**src/rtl/fetch_stage_pkg.sv**
```systemverilog
// fetch_stage_pkg: encodings shared by the fetch stage and the PC-control logic
package fetch_stage_pkg;
    localparam logic [1:0] PCSRC_SEQ = 2'd0;
    localparam logic [1:0] PCSRC_JMP = 2'd1;
    localparam logic [1:0] PCSRC_BR  = 2'd2;
    localparam logic [1:0] PCSRC_RET = 2'd3;
    localparam logic [15:0] NOP_INSTR_DEFAULT = 16'h0000;
    typedef enum logic [1:0] {
        S_IDLE,
        S_WAIT,
        S_DRAIN,
        S_HOLD
    } fetch_state_e;
endpackage

```
**src/rtl/fetch_stage_pc_select.sv**
```systemverilog
// fetch_stage_pc_select: 4:1 redirect target mux
//   i_pc_src        target selector (PCSRC_* encodings)
//   i_pc_plus1      sequential PC
//   i_jump_target   jump/call target
//   i_branch_target branch target
//   i_ret_addr      return address
//   o_pc_next       selected target
module fetch_stage_pc_select
    import fetch_stage_pkg::*;
#(
    parameter int PC_W = 16
) (
    input  logic [1:0]      i_pc_src,
    input  logic [PC_W-1:0] i_pc_plus1,
    input  logic [PC_W-1:0] i_jump_target,
    input  logic [PC_W-1:0] i_branch_target,
    input  logic [PC_W-1:0] i_ret_addr,
    output logic [PC_W-1:0] o_pc_next
);
    assign o_pc_next = i_pc_src == PCSRC_JMP ? i_jump_target :
                       i_pc_src == PCSRC_BR  ? i_branch_target :
                       i_pc_src == PCSRC_RET ? i_ret_addr : i_pc_plus1;
endmodule

```
**src/rtl/fetch_stage.sv**
```systemverilog
// fetch_stage: PC, req/ack instruction fetch and IF/ID pipeline register
//   clk, rst_n          clock, async active-low reset
//   i_stall             hold PC and IF/ID (wins over kill)
//   i_kill, i_pc_src    redirect request and target selector
//   i_jump_target, i_branch_target, i_ret_addr  redirect targets
//   o_imem_req/o_imem_addr, i_imem_ack/i_imem_rdata  instruction memory handshake
//   o_if_id_instr/_pc/_pc_plus1/_valid  IF/ID register to decode
module fetch_stage
    import fetch_stage_pkg::*;
#(
    parameter int                  PC_W      = 16,
    parameter int                  INSTR_W   = 16,
    parameter logic [PC_W-1:0]     RESET_PC  = '0,
    parameter logic [INSTR_W-1:0]  NOP_INSTR = INSTR_W'(NOP_INSTR_DEFAULT)
) (
    input  logic               clk,
    input  logic               rst_n,
    input  logic               i_stall,
    input  logic               i_kill,
    input  logic [1:0]         i_pc_src,
    input  logic [PC_W-1:0]    i_jump_target,
    input  logic [PC_W-1:0]    i_branch_target,
    input  logic [PC_W-1:0]    i_ret_addr,
    output logic               o_imem_req,
    output logic [PC_W-1:0]    o_imem_addr,
    input  logic               i_imem_ack,
    input  logic [INSTR_W-1:0] i_imem_rdata,
    output logic [INSTR_W-1:0] o_if_id_instr,
    output logic [PC_W-1:0]    o_if_id_pc,
    output logic [PC_W-1:0]    o_if_id_pc_plus1,
    output logic               o_if_id_valid
);
    fetch_state_e        r_state, w_state_nxt;
    logic [PC_W-1:0]     r_pc, r_req_addr, r_buf_pc;
    logic [INSTR_W-1:0]  r_buf_instr;
    logic [PC_W-1:0]     w_pc_plus1, w_target;
    logic                w_run, w_redirect, w_load_mem, w_load_buf, w_bubble;

    assign w_pc_plus1 = r_pc + PC_W'(1);
    assign w_run      = ~i_stall;
    assign w_redirect = w_run && i_kill && r_state != S_IDLE;
    assign w_load_mem = w_run && !i_kill && r_state == S_WAIT && i_imem_ack;
    assign w_load_buf = w_run && !i_kill && r_state == S_HOLD;
    assign w_bubble   = w_run && r_state != S_IDLE && !w_load_mem && !w_load_buf;

    fetch_stage_pc_select #(.PC_W(PC_W)) u_pc_select (
        .i_pc_src       (i_pc_src),
        .i_pc_plus1     (w_pc_plus1),
        .i_jump_target  (i_jump_target),
        .i_branch_target(i_branch_target),
        .i_ret_addr     (i_ret_addr),
        .o_pc_next      (w_target)
    );

    always_ff @(posedge clk or negedge rst_n)
        if (!rst_n) r_state <= S_IDLE;
        else        r_state <= w_state_nxt;

    // A word acked under stall cannot be re-requested, so it is parked in S_HOLD;
    // a kill with no ack leaves a response in flight that S_DRAIN must swallow.
    always_comb begin
        w_state_nxt = r_state;
        case (r_state)
            S_IDLE:  w_state_nxt = S_WAIT;
            S_WAIT:  w_state_nxt = i_imem_ack ? (i_stall ? S_HOLD : S_WAIT) : (w_redirect ? S_DRAIN : S_WAIT);
            S_DRAIN: w_state_nxt = i_imem_ack ? S_WAIT : S_DRAIN;
            S_HOLD:  w_state_nxt = i_stall ? S_HOLD : S_WAIT;
            default: w_state_nxt = S_IDLE;
        endcase
    end

    always_comb begin
        o_imem_req  = r_state == S_WAIT || r_state == S_DRAIN;
        o_imem_addr = r_state == S_DRAIN ? r_req_addr : r_pc;
    end

    always_ff @(posedge clk or negedge rst_n) begin
        if (!rst_n) begin
            r_pc             <= RESET_PC;
            r_req_addr       <= RESET_PC;
            r_buf_instr      <= NOP_INSTR;
            r_buf_pc         <= '0;
            o_if_id_instr    <= NOP_INSTR;
            o_if_id_pc       <= '0;
            o_if_id_pc_plus1 <= '0;
            o_if_id_valid    <= 1'b0;
        end else begin
            if (w_redirect)
                r_pc <= w_target;
            else if (w_load_mem || w_load_buf)
                r_pc <= w_pc_plus1;
            if (w_redirect && r_state == S_WAIT && !i_imem_ack)
                r_req_addr <= r_pc;
            if (i_stall && r_state == S_WAIT && i_imem_ack) begin
                r_buf_instr <= i_imem_rdata;
                r_buf_pc    <= r_pc;
            end
            if (w_load_mem) begin
                o_if_id_instr    <= i_imem_rdata;
                o_if_id_pc       <= r_pc;
                o_if_id_pc_plus1 <= w_pc_plus1;
                o_if_id_valid    <= 1'b1;
            end else if (w_load_buf) begin
                o_if_id_instr    <= r_buf_instr;
                o_if_id_pc       <= r_buf_pc;
                o_if_id_pc_plus1 <= r_buf_pc + PC_W'(1);
                o_if_id_valid    <= 1'b1;
            end else if (w_bubble) begin
                o_if_id_instr    <= NOP_INSTR;
                o_if_id_valid    <= 1'b0;
            end
        end
    end
endmodule

```
**config.mk**
```make
export PLATFORM = sky130hd
export DESIGN_NAME = fetch_stage
export DESIGN_NICKNAME = d
export VERILOG_FILES = /design/src/rtl/fetch_stage_pkg.sv /design/src/rtl/fetch_stage_pc_select.sv /design/src/rtl/fetch_stage.sv
export SDC_FILE = /design/constraint.sdc
export NUM_CORES = 1
export LEC_CHECK = 0
export CAP_MARGIN = 20
export CORE_MARGIN = 3
export CORE_UTILIZATION = 35
export DETAILED_ROUTE_END_ITERATION = 8
export REMOVE_ABC_BUFFERS = 1
export SLEW_MARGIN = 20
export SYNTH_ARGS = -nofsm -noshare
export SYNTH_HDL_FRONTEND = slang
export SYNTH_HIERARCHICAL = 1
export SYNTH_SLANG_ARGS = --single-unit
```
**constraint.sdc**
```tcl
create_clock -name clk -period 2.4 [get_ports clk]
set_input_delay 0.36 -clock clk [delete_from_list [all_inputs] [get_ports clk]]
set_output_delay 0.36 -clock clk [all_outputs]
set_load 0.005 [all_outputs]
```
==> results.sh, run 1 <==
export IMPL_endpoint_kind="flop"
export IMPL_syn_avg_cell_area_um2=11.4
export IMPL_dr_pass1_iters=5
export IMPL_grt_max_degree=47
export IMPL_synthFlopType="dfrtp_1"
export IMPL_ir_drop_mv=0.823
export IMPL_leakagePower_nw=3.87
export IMPL_cts_max_level=4
export IMPL_cts_buffers=17
export IMPL_synth_area_leaders="dfrtp_1 (48%), mux2_2 (8.3%), mux4_2 (3.8%)"
export IMPL_grt_pass1_wl_um=28500
export IMPL_max_slew_margin_pct=46.5
export IMPL_grt_antenna_before_repair=0
export IMPL_vias=4865
export IMPL_rr_endpoint="r_pc[14]$_DFFE_PN0P_"
export IMPL_hold_viol_final=0
export IMPL_dieHeight_um=136
export IMPL_track_usage_pct=20.1
export IMPL_insertedDiodeCount=0
export IMPL_drt_wl_total_um=18400
export IMPL_io_pins=137
export IMPL_fin_worst_skew_ns=0.0126
export IMPL_num_rows=47
export IMPL_port_buffers=136
export IMPL_fill_cells=1471
export IMPL_synth_cells=522
export IMPL_drc=0
export IMPL_viasPerCell=5.36
export IMPL_hold_class="flop to flop"
export IMPL_cts_sinks=115
export IMPL_finalCriticalPeriod_ns=2.37
export IMPL_synth_top_area_cell="dfrtp_1"
export IMPL_tightest_slew_ns=0.801
export IMPL_path_class="flop to flop"
export IMPL_r2r_slack_ns=0.03
export IMPL_grt_overflow_total=0
export IMPL_initial_core_util_pct=35.9
export IMPL_synthArstFlopShare_pct=100
export IMPL_clk_pin_slew_ns=0.05
export IMPL_max_freq_mhz=422
export IMPL_tns_ns=0
export IMPL_critPathLaunchType="flop"
export IMPL_wire_per_inst_um=20.2
export IMPL_clk_latency_ns=0.42
export IMPL_finalCritPeriodShare_pct=98.7
export IMPL_whs_ns=0.480
export IMPL_core_area_um2=16600
export IMPL_status="completed"
export IMPL_cts_tree="built"
export IMPL_p_per_area_nw_per_um2=1250
export IMPL_netlist_area_um2=5950
export IMPL_clock_path_buffers=2
export IMPL_finish_utilization_pct=51.0
export IMPL_worstReg2RegStart="r_pc[0]$_DFFE_PN0P_"
export IMPL_drt_iter0_markers=475
export IMPL_ant_nets=0
export IMPL_ys_ff_latch=115
export IMPL_grt_pass1_vias=5133
export IMPL_nNetsFinal=751
export IMPL_finalSetupViolCount=0
export IMPL_seq_area_frac_synth_pct=48.4
export IMPL_worstPathMaxFanout=6
export IMPL_cap_violations=0
export IMPL_ys_warn_count=6
export IMPL_report_final_slew_viol_count=0
export IMPL_fp_dieW_um=136
export IMPL_whs_endpoint="o_if_id_instr[1]$_DFFE_PN0P_"
export IMPL_cp_arrival_ns=2.67
export IMPL_root_buffer="clkbuf_16"
export IMPL_drive_above_1_share_pct=21.8
export IMPL_hold_depth=2
export IMPL_dp_hpwl_um=12800
export IMPL_synth_edff_count=0
export IMPL_rsz0062_at_grt="true"
export IMPL_multiInputGateArea_um2=2780
export IMPL_synth_cell_type_count=51
export IMPL_reg2reg_depth=7
export IMPL_layout_area_seq_um2=2880
export IMPL_synth_top_area_share_pct=48.4
export IMPL_critPathRequiredTime_ns=2.70
export IMPL_design_die_area_um2=18600
export IMPL_area_growth_pct=42.2
export IMPL_gp_congestion=0.848
export IMPL_min_from="r_buf_instr[1]$_DFFE_PN0P_"
==> worst max-delay path: stages (launching register included) <==
cell     delay (ns)
dfrtp_2        0.42
ha_1           0.20
nand4_1        0.20
nor2_4         0.19
nand3_1        0.17
xnor2_1        0.23
mux4_2         0.50
a221o_1        0.34
==> worst max-delay path by stage <==
| stage | from | cells past startpoint | slack, ns | end |
|---|---|---|---|---|
| after floorplan | r_state[1]$_DFF_PN0_ | 7 | -0.48 | o_if_id_pc_plus1[10]$_DFFE_PN0P_ |
| after global placement | i_stall | 5 | -0.13 | o_if_id_instr[9]$_DFFE_PN0P_ |
| after detailed placement | r_pc[1]$_DFFE_PN0P_ | 7 | -0.08 | r_pc[14]$_DFFE_PN0P_ |
| after CTS | r_state[0]$_DFF_PN0_ | 5 | 0.006 | o_imem_addr[1] |
| after global routing | r_pc[0]$_DFFE_PN0P_ | 7 | -0.05 | r_pc[14]$_DFFE_PN0P_ |
| final | r_pc[0]$_DFFE_PN0P_ | 7 | 0.03 | r_pc[14]$_DFFE_PN0P_ |
==> cell families after synthesis <==
| logic type | share of synthesized area, % |
|---|---|
| AOI/OAI and AO/OA | 11.8 |
| xor gates and xnor gates | 3.83 |
| adders and majority gates | 1.26 |
| buffers and inverters | 5.37 |
| DFF | 48.4 |
| muxes | 18.3 |
| and+or+nand+nor | 11.0 |
==> layout make-up <==
| cell class | count | share of cell area, % |
|---|---|---|
| well taps | 220 | 3.26 |
| clock buffers | 22 | 5.73 |
| clock inverters | 10 | 1.81 |
| inverters | 26 | 1.15 |
| multi-input cells | 336 | 32.9 |
| repair buffers | 178 | 21.0 |
| flip-flops and latches | 115 | 34.1 |
==> layer usage <==
layer	GRT usage, %	up-vias	share of wire [%]
li1	-	2225	-
met1	26.1	2457	44
met2	31.8	158	47
met3	5.70	25	6.4
met4	8.45	0	2.2
met5	0	-	0
==> sequential cells by signal (all words and copies together), names as in the netlist <==
signal	count
o_if_id_valid	1
r_buf_instr	16
r_state	2
r_req_addr	16
r_pc	16
o_if_id_pc_plus1	16
r_buf_pc	16
o_if_id_pc	16
o_if_id_instr	16
==> per-stage QoR <==
| step | power, mW | instance area (µm²) | setup WS [ns] | instances |
|---|---|---|---|---|
| after floorplan | 5.44 | 5720 | -0.483 | 477 |
| after global placement | 7.65 | 7690 | -0.130 | 870 |
| after detailed placement | 7.76 | 7690 | -0.0786 | 870 |
| after CTS | 10.6 | 8380 | 0.00569 | 905 |
| after global routing | 11.2 | 8450 | -0.0461 | 907 |
| final | 10.5 | 8450 | 0.0306 | 907 |
==> what timing repair did <==
item / 4_1_cts / 5_1_grt
pin swaps: 0 / 1
endpoints found under the setup margin: 16 / 16
resized for setup: 9 / 19
gates cloned: 1 / 0
hold buffers: 1 / 0
hold endpoints to repair: 43 / 0
buffers inserted: 1 / 2
==> power by group <==
part	internal (mW)	switching [mW]
sequential	2.86	0.734
clock	1.84	0.888
combinational	2.39	1.84
total	7.08	3.46
==> cells in the mapped netlist (2+ instances only) <==
cell and instances:
mux2_2 44, nor3_1 3, xnor2_1 17, o22ai_1 17, nand3_2 2, nand2_1 35
and3_1 4, o21ai_1 2, nor3b_1 4, buf_1 4, nor4_2 2, mux4_2 10
a21o_1 2, a222oi_1 16, dfrtp_1 115, o211ai_1 2, mux2i_1 3, inv_1 26
and2_1 2, a22oi_1 11, o221a_2 2, o21ai_0 22, a221o_1 9, mux2_1 16
nor3_2 2, clkbuf_1 18, nor2_1 44, nand3_1 12, a21oi_1 12, buf_2 20
ha_1 6, xor2_1 9, and4_1 4, mux4_1 6, nand4_1 3
==> cells in the final DEF, fill, tap and decap left out, drive strengths merged, types with 3 or more instances in the layout <==
cell type        n
clkdlybuf4s50  122
dfrtp          115
mux2            60
nor2            45
buf             42
nand2           35
inv             26
o21ai           24
clkbuf          22
o22ai           17
xnor2           17
a222oi          16
mux4            16
nand3           14
dlymetal6s2s    13
a21oi           13
a22oi           11
xor2             9
a221o            9
ha               6
clkinv           5
nor3b            5
nor3             5
and3             4
bufinv           4
and4             4
nand4            4
mux2i            3
nor4             3
Note: power is estimated with default switching activity, not from simulation.
==> run 2, diff against run 1 <==
--- a/config.mk
+++ b/config.mk
@@ -6,9 +6,12 @@
 export NUM_CORES = 1
 export LEC_CHECK = 0
 export CAP_MARGIN = 20
-export CORE_MARGIN = 3
+export CELL_PAD_IN_SITES_DETAIL_PLACEMENT = 1
+export CELL_PAD_IN_SITES_GLOBAL_PLACEMENT = 1
+export CORE_MARGIN = 2
 export CORE_UTILIZATION = 35
 export DETAILED_ROUTE_END_ITERATION = 8
+export PLACE_DENSITY_LB_ADDON = 0.1
 export REMOVE_ABC_BUFFERS = 1
 export SLEW_MARGIN = 20
 export SYNTH_ARGS = -nofsm -noshare
==> run 2 against run 1 <==
Register-to-register slack better by 0.06 ns. First-iteration DRC count fell by 44%. Global-route usage up 2.2 points. Critical path depth fell by 1. Maximum frequency up 2.4%. Largest power group unchanged. Sequential share of layout area down 0.14 points. Highest routed layer unchanged. Via count increased by 0.60%. Sequential cell count unchanged. Cell count increased by 0.66%. Clock skew decreased by 0.0067 ns.
==> results.sh, run 2 (synthesis results as in run 1) <==
export IMPL_status="completed"
export IMPL_wire_per_inst_um=21.1
export IMPL_crit_path_top_delay_cell="mux4_1"
export IMPL_r2r_slack_ns=0.09
export IMPL_track_usage_pct=22.3
export IMPL_viasPerCell=5.36
export IMPL_root_buffer="clkbuf_16"
export IMPL_cp_arrival_ns=2.61
export IMPL_grt_antenna_before_repair=0
export IMPL_critPathLaunchType="flop"
export IMPL_drt_iter0_markers=267
export IMPL_finalCriticalPeriod_ns=2.31
export IMPL_slowest_delay_ns=0.62
export IMPL_met3_wirelength_um=916
export IMPL_crit_path_end="r_pc[9]$_DFFE_PN0P_"
export IMPL_hold_viol_final=0
export IMPL_clock_path_buffers=2
export IMPL_io_pins=137
export IMPL_cp_num_buf_inv=1
export IMPL_fin_worst_skew_ns=0.00583
export IMPL_dr_pass1_iters=5
export IMPL_worstPathMaxFanout=6
export IMPL_vias=4894
export IMPL_critPathRequiredTime_ns=2.70
export IMPL_cts_buffers=17
export IMPL_cts_tree="built"
export IMPL_tns_ns=0
export IMPL_grt_max_degree=50
export IMPL_grt_pass1_wl_um=30600
export IMPL_ant_nets=0
export IMPL_fill_cells=1753
export IMPL_ir_drop_mv=0.585
export IMPL_worstReg2RegStart="r_pc[5]$_DFFE_PN0P_"
export IMPL_finalSetupViolCount=0
export IMPL_cp_cell_sequence="nand4_2, nor3_2, buf_4, xor2_1, mux4_1, a221o_1"
export IMPL_finalWorstSetupSlack_ns=0.0858
export IMPL_final_cell_mix="clkdlybuf4s50_1 (121), dfrtp_1 (114), mux2_2 (44), nor2_1 (39), buf_4 (39)"
export IMPL_dp_hpwl_um=13600
export IMPL_max_slew_margin_pct=47.3
export IMPL_fp_dieW_um=134
export IMPL_drc=0
export IMPL_nNetsFinal=757
export IMPL_report_final_slew_viol_count=0
export IMPL_cp_depth=6
export IMPL_clk_latency_ns=0.42
export IMPL_reg2reg_depth=6
export IMPL_drive_above_1_share_pct=22.9
export IMPL_leakagePower_nw=3.80
export IMPL_endpoint_kind="flop"
export IMPL_rsz0062_at_grt="false"
export IMPL_p_per_area_nw_per_um2=1230
export IMPL_design_die_area_um2=18000
export IMPL_hold_class="input pin to asynchronous set/reset pin"
export IMPL_grt_pass1_vias=5417
export IMPL_rr_endpoint="r_pc[9]$_DFFE_PN0P_"
export IMPL_crit_path_start="r_pc[5]$_DFFE_PN0P_"
export IMPL_grt_overflow_total=0
export IMPL_tightest_slew_ns=0.790
export IMPL_area_growth_pct=42.7
export IMPL_num_rows=47
export IMPL_gp_congestion=0.828
export IMPL_cts_max_level=4
export IMPL_insertedDiodeCount=0
export IMPL_met2_length_um=9600
export IMPL_multiInputGateArea_um2=2810
export IMPL_crit_family="multiplexers"
export IMPL_drt_met1_wl_um=8440
export IMPL_layout_area_seq_um2=2880
export IMPL_max_freq_mhz=432
export IMPL_dieHeight_um=134
export IMPL_port_buffers=136
export IMPL_cap_violations=0
export IMPL_drt_wl_total_um=19300
export IMPL_cts_sinks=115
export IMPL_clk_pin_slew_ns=0.05
export IMPL_place_ws_ns=-0.0113
export IMPL_initial_core_util_pct=35.9
export IMPL_top_layer="met4"
export IMPL_finalCritPeriodShare_pct=96.4
export IMPL_path_class="flop to flop"
export IMPL_core_area_um2=16600
export IMPL_final_common_cell="clkdlybuf4s50_1"
==> run 2: worst min-delay path by stage <==
stage	from	endpoint	slack, ns
floorplan	rst_n	o_if_id_instr[0]$_DFFE_PN0P_	0.06
global placement	rst_n	r_buf_instr[6]$_DFFE_PN0P_	0.39
detailed placement	rst_n	o_if_id_instr[6]$_DFFE_PN0P_	0.40
CTS	r_buf_instr[3]$_DFFE_PN0P_	o_if_id_instr[3]$_DFFE_PN0P_	0.48
global route	r_req_addr[4]$_DFFE_PN0P_	r_req_addr[4]$_DFFE_PN0P_	0.50
finish	rst_n	o_if_id_instr[6]$_DFFE_PN0P_	0.48
==> run 2: area by class of cell <==
type,instances,area share (%)
tap,220,3.25
multi-input combinational,336,33.1
sequential,115,33.9
clock inverter,9,1.22
inverter,26,1.15
clock buffer,23,5.64
timing repair buffer,184,21.7
==> run 2: layer usage <==
metal	up-vias	global-route usage [%]
li1	2225	-
met1	2520	28.3
met3	26	4.95
met5	-	0
met4	0	6.78
met2	123	38.1
==> run 2: power by group <==
part | internal [mW] | switching [mW]
Sequential | 2.86 | 0.701
Clock | 1.60 | 0.886
Combinational | 2.44 | 1.98
Total | 6.90 | 3.56
==> run 2: worst register-to-register path: stages, from the launching register on <==
cell and delay, ns:
dfrtp_1 0.45, nand4_2 0.25, nor3_2 0.23, buf_4 0.16, xor2_1 0.14, mux4_1 0.62
a221o_1 0.35
==> run 2: timing repair <==
item | 4_1_cts | 5_1_grt
endpoints found under the setup margin | 17 | 9
gates cloned | 1 | 0
hold buffers | 1 | 0
buffers inserted | 3 | 1
resized for setup | 15 | 13
pin swaps | 0 | 1
endpoints found under the hold margin | 39 | 0
==> run 2: through the flow <==
stage / cells / power (mW) / cell area, µm² / hold slack [ns] / utilization (%)
5_1_grt: 913 / 11.1 / 8480 / 0.500 / 51.1
4_1_cts: 912 / 10.5 / 8430 / 0.482 / 50.9
2_1_floorplan: 477 / 5.44 / 5720 / 0.0644 / -
6_report: 913 / 10.5 / 8480 / 0.480 / 51.1
3_3_place_gp: 875 / 7.81 / 7790 / 0.389 / 47.0
3_5_place_dp: 875 / 7.97 / 7790 / 0.396 / 47.0
==> run 3, diff against run 2 <==
--- a/config.mk
+++ b/config.mk
@@ -13,7 +13,6 @@
 export DETAILED_ROUTE_END_ITERATION = 8
 export PLACE_DENSITY_LB_ADDON = 0.1
 export REMOVE_ABC_BUFFERS = 1
-export SLEW_MARGIN = 20
 export SYNTH_ARGS = -nofsm -noshare
 export SYNTH_HDL_FRONTEND = slang
 export SYNTH_HIERARCHICAL = 1
==> run 3 against run 2 <==
Global-route usage fell by 0.29 points. Clock power decreased by 6%. Cell count decreased by 0.22%. Clock-buffer cell count rose by 1. Total power decreased by 1.3%. Critical path depth rose by 1. Sequential cell count unchanged. Setup slack got worse by 0.018 ns. Clock skew down 0.00070 ns.
==> results.sh, run 3 (synthesis results as in run 1) <==
export IMPL_nNetsFinal=758
export IMPL_ir_drop_mv=0.567
export IMPL_fin_worst_skew_ns=0.00513
export IMPL_reg2reg_depth=7
export IMPL_hold_viol_final=0
export IMPL_slowest_delay_ns=0.49
export IMPL_clk_pin_slew_ns=0.05
export IMPL_clk_latency_ns=0.41
export IMPL_area_growth_pct=41.8
export IMPL_io_pins=137
export IMPL_critPathRequiredTime_ns=2.68
export IMPL_drc=0
export IMPL_crit_path_top_delay_cell="mux4_2"
export IMPL_track_usage_pct=22.0
export IMPL_finish_utilization_pct=50.8
export IMPL_worstPathMaxFanout=6
export IMPL_grt_overflow_total=0
export IMPL_cp_cell_sequence="ha_1, nand4_1, nor2_4, nand3_1, xnor2_1, mux4_2, a221o_1"
export IMPL_grt_antenna_before_repair=0
export IMPL_cp_arrival_ns=2.61
export IMPL_initial_core_util_pct=35.9
export IMPL_final_common_cell="clkdlybuf4s50_1"
export IMPL_grt_max_degree=50
export IMPL_critPathLaunchType="flop"
export IMPL_final_cell_mix="clkdlybuf4s50_1 (122), dfrtp_1 (114), mux2_2 (44), nor2_1 (41), buf_4 (40)"
export IMPL_cts_max_level=4
export IMPL_grt_pass1_wl_um=30300
export IMPL_leakagePower_nw=3.77
export IMPL_drt_wl_total_um=19200
export IMPL_wire_per_inst_um=21.1
export IMPL_port_buffers=136
export IMPL_root_buffer="clkbuf_16"
export IMPL_r2r_slack_ns=0.07
export IMPL_cts_tree="built"
export IMPL_hold_class="flop to flop"
export IMPL_design_die_area_um2=18000
export IMPL_tightest_slew_ns=0.713
export IMPL_insertedDiodeCount=0
export IMPL_viasPerCell=5.38
export IMPL_rsz0062_at_grt="true"
export IMPL_num_rows=47
export IMPL_clock_path_buffers=2
export IMPL_ant_nets=0
export IMPL_cap_violations=0
export IMPL_core_area_um2=16600
export IMPL_max_freq_mhz=429
export IMPL_crit_path_start="r_pc[0]$_DFFE_PN0P_"
export IMPL_vias=4905
export IMPL_drive_above_1_share_pct=22.0
export IMPL_grt_pass1_vias=5447
export IMPL_worstReg2RegStart="r_pc[0]$_DFFE_PN0P_"
export IMPL_status="completed"
export IMPL_cp_depth=7
export IMPL_crit_path_end="r_pc[14]$_DFFE_PN0P_"
export IMPL_cp_num_buf_inv=0
export IMPL_finalSetupViolCount=0
export IMPL_dp_hpwl_um=13600
export IMPL_report_final_slew_viol_count=0
export IMPL_max_slew_margin_pct=52.3
export IMPL_rr_endpoint="r_pc[14]$_DFFE_PN0P_"
export IMPL_dieHeight_um=134
export IMPL_dr_pass1_iters=5
export IMPL_placed_cell_area_um2=7790
export IMPL_finalCritPeriodShare_pct=97.2
export IMPL_gp_congestion=0.828
export IMPL_p_per_area_nw_per_um2=1230
export IMPL_fin_cells=911
export IMPL_dp_cells=876
export IMPL_crit_family="simple AND/OR/NAND/NOR gates"
export IMPL_fp_dieW_um=134
export IMPL_cts_buffers=17
export IMPL_cts_sinks=115
export IMPL_path_class="flop to flop"
export IMPL_design_area_um2=8430
export IMPL_tns_ns=0
export IMPL_drt_iter0_markers=284
export IMPL_endpoint_kind="flop"
export IMPL_finalCriticalPeriod_ns=2.33
-- run 3: final cells by class --
type | instances | area, µm²
tap | 220 | 275
sequential | 115 | 2880
multi-input combinational | 336 | 2790
inverter | 26 | 97.6
clock inverter | 5 | 52.6
clock buffer | 24 | 492
timing repair buffer | 185 | 1840
fill | 1735 | 8150
-- run 3: routing by layer --
metal	vias to the layer above	wire (µm)	share of wire, %	track usage (%)
li1	2225	-	-	-
met1	2540	8580	45	28.2
met2	121	9590	50	37.4
met3	19	812	4.2	5.03
met4	0	240	1.2	6.20
met5	-	0	0	0
-- run 3: worst register-to-register path: stages (launching register included) --
cell and delay (ns):
dfrtp_2 0.42, ha_1 0.20, nand4_1 0.18, nor2_4 0.19, nand3_1 0.16, xnor2_1 0.21, mux4_2 0.49, a221o_1 0.36
-- run 3: worst min-delay path by stage --
stage	end	startpoint	cells after the start
floorplan	o_if_id_instr[0]$_DFFE_PN0P_	rst_n	0
global placement	r_buf_instr[6]$_DFFE_PN0P_	rst_n	1
detailed placement	o_if_id_instr[6]$_DFFE_PN0P_	rst_n	1
CTS	o_if_id_instr[3]$_DFFE_PN0P_	r_buf_instr[3]$_DFFE_PN0P_	2
global route	r_req_addr[4]$_DFFE_PN0P_	r_req_addr[4]$_DFFE_PN0P_	1
finish	o_if_id_instr[3]$_DFFE_PN0P_	r_buf_instr[3]$_DFFE_PN0P_	2
-- run 3: per-stage QoR --
stage	worst slack [ns]	hold slack [ns]	power (mW)
global placement	-0.128	0.389	7.81
floorplan	-0.483	0.0644	5.44
detailed placement	-0.0118	0.398	7.97
finish	0.0680	0.478	10.3
global route	-0.0211	0.500	11.0
CTS	0.00129	0.481	10.4
-- run 3: what timing repair did --
action                                 in CTS  in global routing
setup endpoints to repair                  16                  7
buffers inserted                            1                  3
cloned                                      1                  0
hold buffers                                1                  0
resized for setup                          16                  7
pin swaps                                   1                  1
endpoints found under the hold margin      39                  0
-- run 3: power breakdown --
part	total, mW	switching (mW)	internal [mW]
combinational	4.42	1.97	2.45
clock	2.35	0.843	1.51
sequential	3.56	0.700	2.86
